## config.mk

```make
export PLATFORM = sky130hd
export DESIGN_NAME = flappy_game_ctrl
export DESIGN_NICKNAME = d
export VERILOG_FILES = /design/src/rtl/flappy_game_ctrl.sv
export SDC_FILE = /design/constraint.sdc
export NUM_CORES = 1
export LEC_CHECK = 0
export CORE_UTILIZATION = 40
export CTS_CLUSTER_SIZE = 28
export DETAILED_ROUTE_END_ITERATION = 16
export GPL_TIMING_DRIVEN = 0
export HOLD_SLACK_MARGIN = 0.15
export PLACE_DENSITY = 0.69
export RECOVER_POWER = 25
export REMOVE_ABC_BUFFERS = 1
export SYNTH_ARGS = -nofsm -noshare
export SYNTH_HDL_FRONTEND = slang
export SYNTH_SLANG_ARGS = --single-unit
```

## constraint.sdc

```tcl
create_clock -name clk -period 2.35 [get_ports clk]
set_clock_uncertainty 0.1 [all_clocks]
set_input_delay 0.47 -clock clk [delete_from_list [all_inputs] [get_ports clk]]
set_output_delay 0.47 -clock clk [all_outputs]
set_load 0.02 [all_outputs]
```

## src/rtl/flappy_game_ctrl.sv

```systemverilog
// -----------------------------------------------------------------------------
// flappy_game_ctrl
//
// Frame-level game sequencer for the Flappy Bird VGA peripheral. Once per
// frame (rising edge of the active-low VGA vertical sync) it decides which
// subsystems advance. It issues one-cycle enable strobes one clock after the
// frame tick. It latches Avalon commands until a frame consumes them, and it
// keeps the score and the high score.
//
// Ports
//   clk, reset_n        system clock, asynchronous active-low reset
//   vga_vs              VGA vertical sync (active-low)
//   write/read/chipselect/address/writedata/readdata
//                       Avalon slave; address 0 write = command
//                       {pause,start,flap}. Reads return state, score,
//                       hiscore and the pending flags.
//   collide_px, ground_hit, pipe_pass
//                       hit/score events from the renderer and physics
//   phys_tick, pipe_tick, anim_tick, flap_cmd, world_reset
//                       per-frame strobes to the physics, pipe and sprite blocks
//   state, score, hiscore
//                       game status
//
// Build option
//   FLAPPY_AUTO_FLAP_EN  demo mode: the game self-starts, READY does not wait
//                        for a flap, and PLAYING gets a forced flap every
//                        AUTO_FLAP_FRAMES ticks.
//
// States
//   state    | meaning
//   ATTRACT  | title screen, bird animates, waits for start
//   READY    | world reset, waits for the first flap
//   PLAYING  | physics, pipes and animation advance every frame
//   PAUSED   | everything frozen, waits for pause toggle
//   DYING    | bird falls for DIE_FRAMES frames
//   GAMEOVER | frozen, waits for start
// -----------------------------------------------------------------------------
module flappy_game_ctrl #(
  parameter int DIE_FRAMES       = 60,
  parameter int SCORE_MAX        = 99,
  parameter int AUTO_FLAP_FRAMES = 45
) (
  input  logic       clk,
  input  logic       reset_n,
  input  logic       vga_vs,
  input  logic       write,
  input  logic       read,
  input  logic       chipselect,
  input  logic [1:0] address,
  input  logic [7:0] writedata,
  output logic [7:0] readdata,
  input  logic       collide_px,
  input  logic       ground_hit,
  input  logic       pipe_pass,
  output logic       phys_tick,
  output logic       pipe_tick,
  output logic       anim_tick,
  output logic       flap_cmd,
  output logic       world_reset,
  output logic [2:0] state,
  output logic [6:0] score,
  output logic [6:0] hiscore
);

  typedef enum logic [2:0] {
    ST_ATTRACT  = 3'd0,
    ST_READY    = 3'd1,
    ST_PLAYING  = 3'd2,
    ST_PAUSED   = 3'd3,
    ST_DYING    = 3'd4,
    ST_GAMEOVER = 3'd5
  } state_t;

  localparam int DIE_W = (DIE_FRAMES > 1) ? $clog2(DIE_FRAMES) : 1;

`ifdef FLAPPY_AUTO_FLAP_EN
  localparam bit AUTO_EN = 1'b1;
`else
  localparam bit AUTO_EN = 1'b0;
`endif

  state_t           state_q, state_d;
  logic             vs_q;
  logic             flap_pend_q, flap_pend_d;
  logic             start_pend_q, start_pend_d;
  logic             pause_pend_q, pause_pend_d;
  logic             hit_sticky_q, hit_sticky_d;
  logic             pass_sticky_q, pass_sticky_d;
  logic [DIE_W-1:0] die_cnt_q, die_cnt_d;
  logic [6:0]       score_q, score_d;
  logic [6:0]       hiscore_q, hiscore_d;
  logic             phys_q, phys_d;
  logic             pipe_q, pipe_d;
  logic             anim_q, anim_d;
  logic             flap_cmd_q, flap_cmd_d;
  logic             wreset_q, wreset_d;

  logic frame_tick;
  logic cmd_wr;
  logic hit_now;
  logic pass_now;
  logic use_flap;
  logic use_start;
  logic use_pause;
  logic auto_flap;

  assign frame_tick = vga_vs & ~vs_q;
  assign cmd_wr     = chipselect & write & (address == 2'd0);
  // Events on the tick cycle itself still belong to the frame being closed.
  assign hit_now    = hit_sticky_q | collide_px | ground_hit;
  assign pass_now   = pass_sticky_q | pipe_pass;

`ifdef FLAPPY_AUTO_FLAP_EN
  localparam int AF_W = (AUTO_FLAP_FRAMES > 1) ? $clog2(AUTO_FLAP_FRAMES) : 1;
  localparam logic [AF_W-1:0] AF_RELOAD = AF_W'(AUTO_FLAP_FRAMES - 1);

  logic [AF_W-1:0] af_cnt_q, af_cnt_d;

  always_comb begin
    af_cnt_d  = af_cnt_q;
    auto_flap = 1'b0;
    if (frame_tick) begin
      if (state_q == ST_PLAYING) begin
        if (af_cnt_q == '0) begin
          auto_flap = 1'b1;
          af_cnt_d  = AF_RELOAD;
        end else begin
          af_cnt_d = af_cnt_q - AF_W'(1);
        end
      end else if (state_d == ST_PLAYING) begin
        af_cnt_d = AF_RELOAD;
      end
    end
  end

  always_ff @(posedge clk or negedge reset_n) begin
    if (!reset_n) af_cnt_q <= AF_RELOAD;
    else          af_cnt_q <= af_cnt_d;
  end
`else
  assign auto_flap = 1'b0;
`endif

  always_comb begin
    state_d       = state_q;
    die_cnt_d     = die_cnt_q;
    score_d       = score_q;
    hiscore_d     = hiscore_q;
    hit_sticky_d  = hit_now;
    pass_sticky_d = pass_now;
    phys_d        = 1'b0;
    pipe_d        = 1'b0;
    anim_d        = 1'b0;
    flap_cmd_d    = 1'b0;
    wreset_d      = 1'b0;
    use_flap      = 1'b0;
    use_start     = 1'b0;
    use_pause     = 1'b0;

    if (frame_tick) begin
      hit_sticky_d  = 1'b0;
      pass_sticky_d = 1'b0;
      case (state_q)
        ST_ATTRACT: begin
          anim_d    = 1'b1;
          use_pause = 1'b1;
          if (start_pend_q || AUTO_EN) begin
            use_start = 1'b1;
            wreset_d  = 1'b1;
            state_d   = ST_READY;
          end
        end
        ST_READY: begin
          anim_d    = 1'b1;
          use_pause = 1'b1;
          if (flap_pend_q || AUTO_EN) begin
            use_flap   = 1'b1;
            score_d    = '0;
            phys_d     = 1'b1;
            pipe_d     = 1'b1;
            flap_cmd_d = flap_pend_q;
            state_d    = ST_PLAYING;
          end
        end
        ST_PLAYING: begin
          phys_d     = 1'b1;
          pipe_d     = 1'b1;
          anim_d     = 1'b1;
          flap_cmd_d = flap_pend_q | auto_flap;
          use_flap   = 1'b1;
          // A hit masks both a pending pause and a same-frame pipe pass.
          if (hit_now) begin
            state_d   = ST_DYING;
            die_cnt_d = DIE_W'(DIE_FRAMES - 1);
          end else if (pause_pend_q) begin
            use_pause = 1'b1;
            state_d   = ST_PAUSED;
          end else if (pass_now && (score_q < 7'(SCORE_MAX))) begin
            score_d = score_q + 7'd1;
          end
        end
        ST_PAUSED: begin
          use_flap = 1'b1;
          if (pause_pend_q) begin
            use_pause = 1'b1;
            state_d   = ST_PLAYING;
          end
        end
        ST_DYING: begin
          phys_d    = 1'b1;
          use_flap  = 1'b1;
          use_pause = 1'b1;
          if (die_cnt_q == '0) begin
            state_d = ST_GAMEOVER;
            if (score_q > hiscore_q) hiscore_d = score_q;
          end else begin
            die_cnt_d = die_cnt_q - DIE_W'(1);
          end
        end
        ST_GAMEOVER: begin
          use_pause = 1'b1;
          if (start_pend_q) begin
            use_start = 1'b1;
            wreset_d  = 1'b1;
            state_d   = ST_READY;
          end
        end
        default: state_d = ST_ATTRACT;
      endcase
    end

    // A command write landing on the consuming cycle re-arms the bit.
    flap_pend_d  = (flap_pend_q  & ~use_flap)  | (cmd_wr & writedata[0]);
    start_pend_d = (start_pend_q & ~use_start) | (cmd_wr & writedata[1]);
    pause_pend_d = (pause_pend_q & ~use_pause) | (cmd_wr & writedata[2]);
  end

  always_ff @(posedge clk or negedge reset_n) begin
    if (!reset_n) begin
      state_q       <= ST_ATTRACT;
      vs_q          <= 1'b0;
      flap_pend_q   <= 1'b0;
      start_pend_q  <= 1'b0;
      pause_pend_q  <= 1'b0;
      hit_sticky_q  <= 1'b0;
      pass_sticky_q <= 1'b0;
      die_cnt_q     <= '0;
      score_q       <= '0;
      hiscore_q     <= '0;
      phys_q        <= 1'b0;
      pipe_q        <= 1'b0;
      anim_q        <= 1'b0;
      flap_cmd_q    <= 1'b0;
      wreset_q      <= 1'b0;
    end else begin
      state_q       <= state_d;
      vs_q          <= vga_vs;
      flap_pend_q   <= flap_pend_d;
      start_pend_q  <= start_pend_d;
      pause_pend_q  <= pause_pend_d;
      hit_sticky_q  <= hit_sticky_d;
      pass_sticky_q <= pass_sticky_d;
      die_cnt_q     <= die_cnt_d;
      score_q       <= score_d;
      hiscore_q     <= hiscore_d;
      phys_q        <= phys_d;
      pipe_q        <= pipe_d;
      anim_q        <= anim_d;
      flap_cmd_q    <= flap_cmd_d;
      wreset_q      <= wreset_d;
    end
  end

  always_comb begin
    readdata = 8'h00;
    case (address)
      2'd0: readdata = {5'b0, state_q};
      2'd1: readdata = {1'b0, score_q};
      2'd2: readdata = {1'b0, hiscore_q};
      2'd3: readdata = {6'b0, pause_pend_q, flap_pend_q};
      default: readdata = 8'h00;
    endcase
  end

  // Reads have no side effects, and the upper command bits are reserved.
  logic unused_inputs;
  assign unused_inputs = ^{read, writedata[7:3]};

  assign phys_tick   = phys_q;
  assign pipe_tick   = pipe_q;
  assign anim_tick   = anim_q;
  assign flap_cmd    = flap_cmd_q;
  assign world_reset = wreset_q;
  assign state       = state_q;
  assign score       = score_q;
  assign hiscore     = hiscore_q;

endmodule

```

==> results.txt <==
The run finished with clean final reports. The initial standard-cell utilization of the core came out at 42.2%. Including well taps, the total number of placed cells is 320.

The power per cell area is 833 nW/um2. The clock latency at the later pin of the worst-skew pair came out at 0.29 ns. The post-layout minimum cycle time is 2.28 ns. By area the synthesized netlist is led by sky130_fd_sc_hd__dfrtp_1 39%, sky130_fd_sc_hd__ha_1 5.7%, sky130_fd_sc_hd__o41ai_1 4.4%.

The post-synthesis sequential element count came out at 34. The maximum single-stage delay on the critical path came out at 0.56 ns. By startpoint and endpoint, the worst setup path is classified as reg -> reg. The worst setup path is captured at a register. The number of diodes came out at 0. The count of H-tree levels built during CTS came out at 2. In this run the remaining antenna-violating nets after routing total 0. The required time of the critical path is 2.41 ns.

The signal on the critical path passes through a2111o_1 -> o2111a_2 -> or4_4 -> o41ai_1. The total grt overflow came out at 0. The number of cells on the worst reg-to-reg path is 4. The share of the clock period used by the worst path is 97.1%.

STA puts the critical path data arrival time at 2.34 ns. The count of buffering cells on the critical path with inverters included came out at 0. The number of sinks driven by the clock tree is 34. The fmax is 438 MHz. The number of buffers created by CTS is 5.

The routability congestion estimate from global placement is 0.834. The distinct cell type count after synthesis came out at 54. The number of instances in the synthesized netlist is 226. The first detailed-routing pass ran for 4 iterations. The total negative slack is 0 ns.

Leaving out fill and tap cells, the most frequent cell in the layout is sky130_fd_sc_hd__clkdlybuf4s50_1. The cell type contributing the most total cell area after synthesis is sky130_fd_sc_hd__dfrtp_1. The routed wire length came out at 5540 um.

Setup repair after global routing left no endpoint under its margin. The number of cells in the finished layout apart from fillers is 331. The clock slew at the register clock pins of the worst setup and hold paths is 0.08 ns. The mean routed wirelength per cell came out at 16.7 um. Setup violations remaining at the end of the flow were counted as 0. The maximum number of pins on one net before global-route repair came out at 35. The number of global-route vias before repair is 1826.

For this run, asynchronously set or reset flops after synthesis account for 100%. The die area is 5750 um2. The via count came out at 1951. The area share of the leading cell type in the synthesized netlist is 39.0%. The library cells used most frequently in the layout, excluding fill and tap cells, are 31 x sky130_fd_sc_hd__clkdlybuf4s50_1, 29 x sky130_fd_sc_hd__dfrtp_1, 14 x sky130_fd_sc_hd__inv_1, 13 x sky130_fd_sc_hd__nor2_1, 11 x sky130_fd_sc_hd__nand2_1.

Row generation in the floorplan step produced 26 rows. In this run the tightest slew margin relative to its limit is 41.1%. In this run the critical register-to-register path is launched from score[0].

The path class of the tightest hold or removal check is in -> async. The standard cell with the maximum stage delay on the critical path is sky130_fd_sc_hd__or4_4. The worst setup path is launched from a register. The number of nets in the final layout is 289. The number of hold-slack violations in the final timing report is 0. The area of the mapped netlist came out at 2180 um2. The wire length of the first global-routing pass is 8920 um. The clock tree from TritonCTS is built. Across every metal layer, demand over resource in global routing totals 21.2%. The leakage power summed over all cells is 1.16 nW. Yosys mapped a number of flops with a built-in enable equal to 0. Using the TritonRoute via totals, the vias-per-cell ratio works out to 5.89. Sequential elements use 39.0% of the synthesized area.

In this run the register-to-register setup slack is 0.07 ns. The post-DP HPWL is 3800 um. The starting DRC count in detailed routing is 186. For this design, the CTS-stage hold fixing added 0 buffers. The count of final max-slew check failures is 0. The port buffer count came out at 41. The peak supply drop came out at 0.401 mV. The tree is rooted in a sky130_fd_sc_hd__clkbuf_8.

The warning count from the yosys run is 0. The total core area is 5170 um2. The count of maximum capacitance violations came out at 0.

Grouping stages by cell kind, the critical path spends the most delay in compound AO/OA/AOI/OAI gates. The clock tree buffer depth is 2. The average instance area after synthesis came out at 9.65 um2. From left edge to right edge, the die measures 75.8 um. The number of remaining DRC errors came out at 0. The transition time at the pin with the least slew margin is 0.884 ns. In the synthesized netlist the dominant register cell turns out to be sky130_fd_sc_hd__dfrtp_1.

The initial antenna violation count came out at 0. The number of top-level pins is 49. The height of the die is 75.8 um. The endpoint identified for the worst register-to-register timing path is score[1]. The area growth from synthesis to layout came out at 26.2%. Of all nets on the critical path, the largest fanout is 9.

Of the cells placed in the final design, the portion with a size suffix greater than 1 is 15.3%.
==> flip-flops by register name, summed over array words and instances, names as in the netlist, 3 cells and up <==
register,cells
die_cnt_q,6
hiscore,7
score,7
state,3
==> cell families after synthesis <==
family / share of synthesized area (%)
flops: 39.0
xor+xnor: 0.402
simple gates: 17.9
compound gates: 22.7
buf+inv: 6.54
fa+ha+maj: 5.74
mux: 7.52
other cells: 0.172
==> layout make-up <==
| class | count | area, um2 |
|---|---|---|
| Clock buffer | 7 | 86.3 |
| Multi-Input combinational cell | 161 | 1250 |
| Sequential cell | 34 | 857 |
| Timing Repair Buffer | 44 | 417 |
| Fill cell | 478 | 2420 |
| Inverter | 14 | 52.6 |
| Tap cell | 70 | 87.6 |
| Clock inverter | 1 | 5.00 |
==> how the worst max path moves through the flow <==
stage,start,end,slack [ns],cells after the start
6_report,score[0],score[1],0.07,4
5_1_grt,vga_vs,score[1],0.02,5
4_1_cts,state[2],score[5],0.003,3
3_5_place_dp,vga_vs,score[5],-0.99,5
3_3_place_gp,vga_vs,score[5],-1.00,5
2_1_floorplan,state[0],score[4],-0.02,4
==> timing repair <==
action / in CTS / in global routing
setup endpoints to repair: 14 / 16
setup buffers: 2 / 1
resized for setup: 20 / 10
==> worst register-to-register path: stages (launching register included) <==
cell and delay [ns]:
sky130_fd_sc_hd__dfrtp_1 0.50, sky130_fd_sc_hd__a2111o_1 0.44, sky130_fd_sc_hd__o2111a_2 0.23, sky130_fd_sc_hd__or4_4 0.56, sky130_fd_sc_hd__o41ai_1 0.33
==> layer usage <==
layer  track usage, %  wire length [um]  up-vias
met3             2.65               319        5
met4             8.02                70        0
met1             28.2              2510      965
li1                 -                 -      921
met5                0                 0        -
met2             35.2              2630       60
==> power by group <==
part,leakage (nW),switching (mW),internal (mW)
registers,0.433,0.202,0.702
logic,0.680,0.501,0.418
clock network,0.0482,0.232,0.237
total,1.16,0.935,1.36
==> through the flow <==
| step | hold slack [ns] | instance area (um2) | worst slack (ns) | utilization [%] | power [mW] |
|---|---|---|---|---|---|
| global placement | 0.363 | 2590 | -1.00 | 50.0 | 1.75 |
| floorplan | 0.0744 | 2090 | -0.0209 | - | 1.45 |
| finish | 0.191 | 2750 | 0.0672 | 53.2 | 2.29 |
| global route | 0.286 | 2750 | 0.0193 | 53.2 | 2.44 |
| detailed placement | 0.404 | 2580 | -0.988 | 50.0 | 1.77 |
| CTS | 0.196 | 2710 | 0.00315 | 52.3 | 2.25 |
==> synthesized netlist by cell type, drive strengths merged (3+ instances only) <==
master and n:
ha 10, a22o 7, inv 14, a21oi 10
o41ai 11, nand3b 3, mux2 7, buf 7
mux2i 4, nor3 4, nor2b 8, clkbuf 10
o21ai 10, nor4 4, nand2b 3, dfrtp 34
nand2 11, nor2 13, a211oi 3, o211ai 4
or3 3, nand3 6
Note: power is estimated with default switching activity, not from simulation.
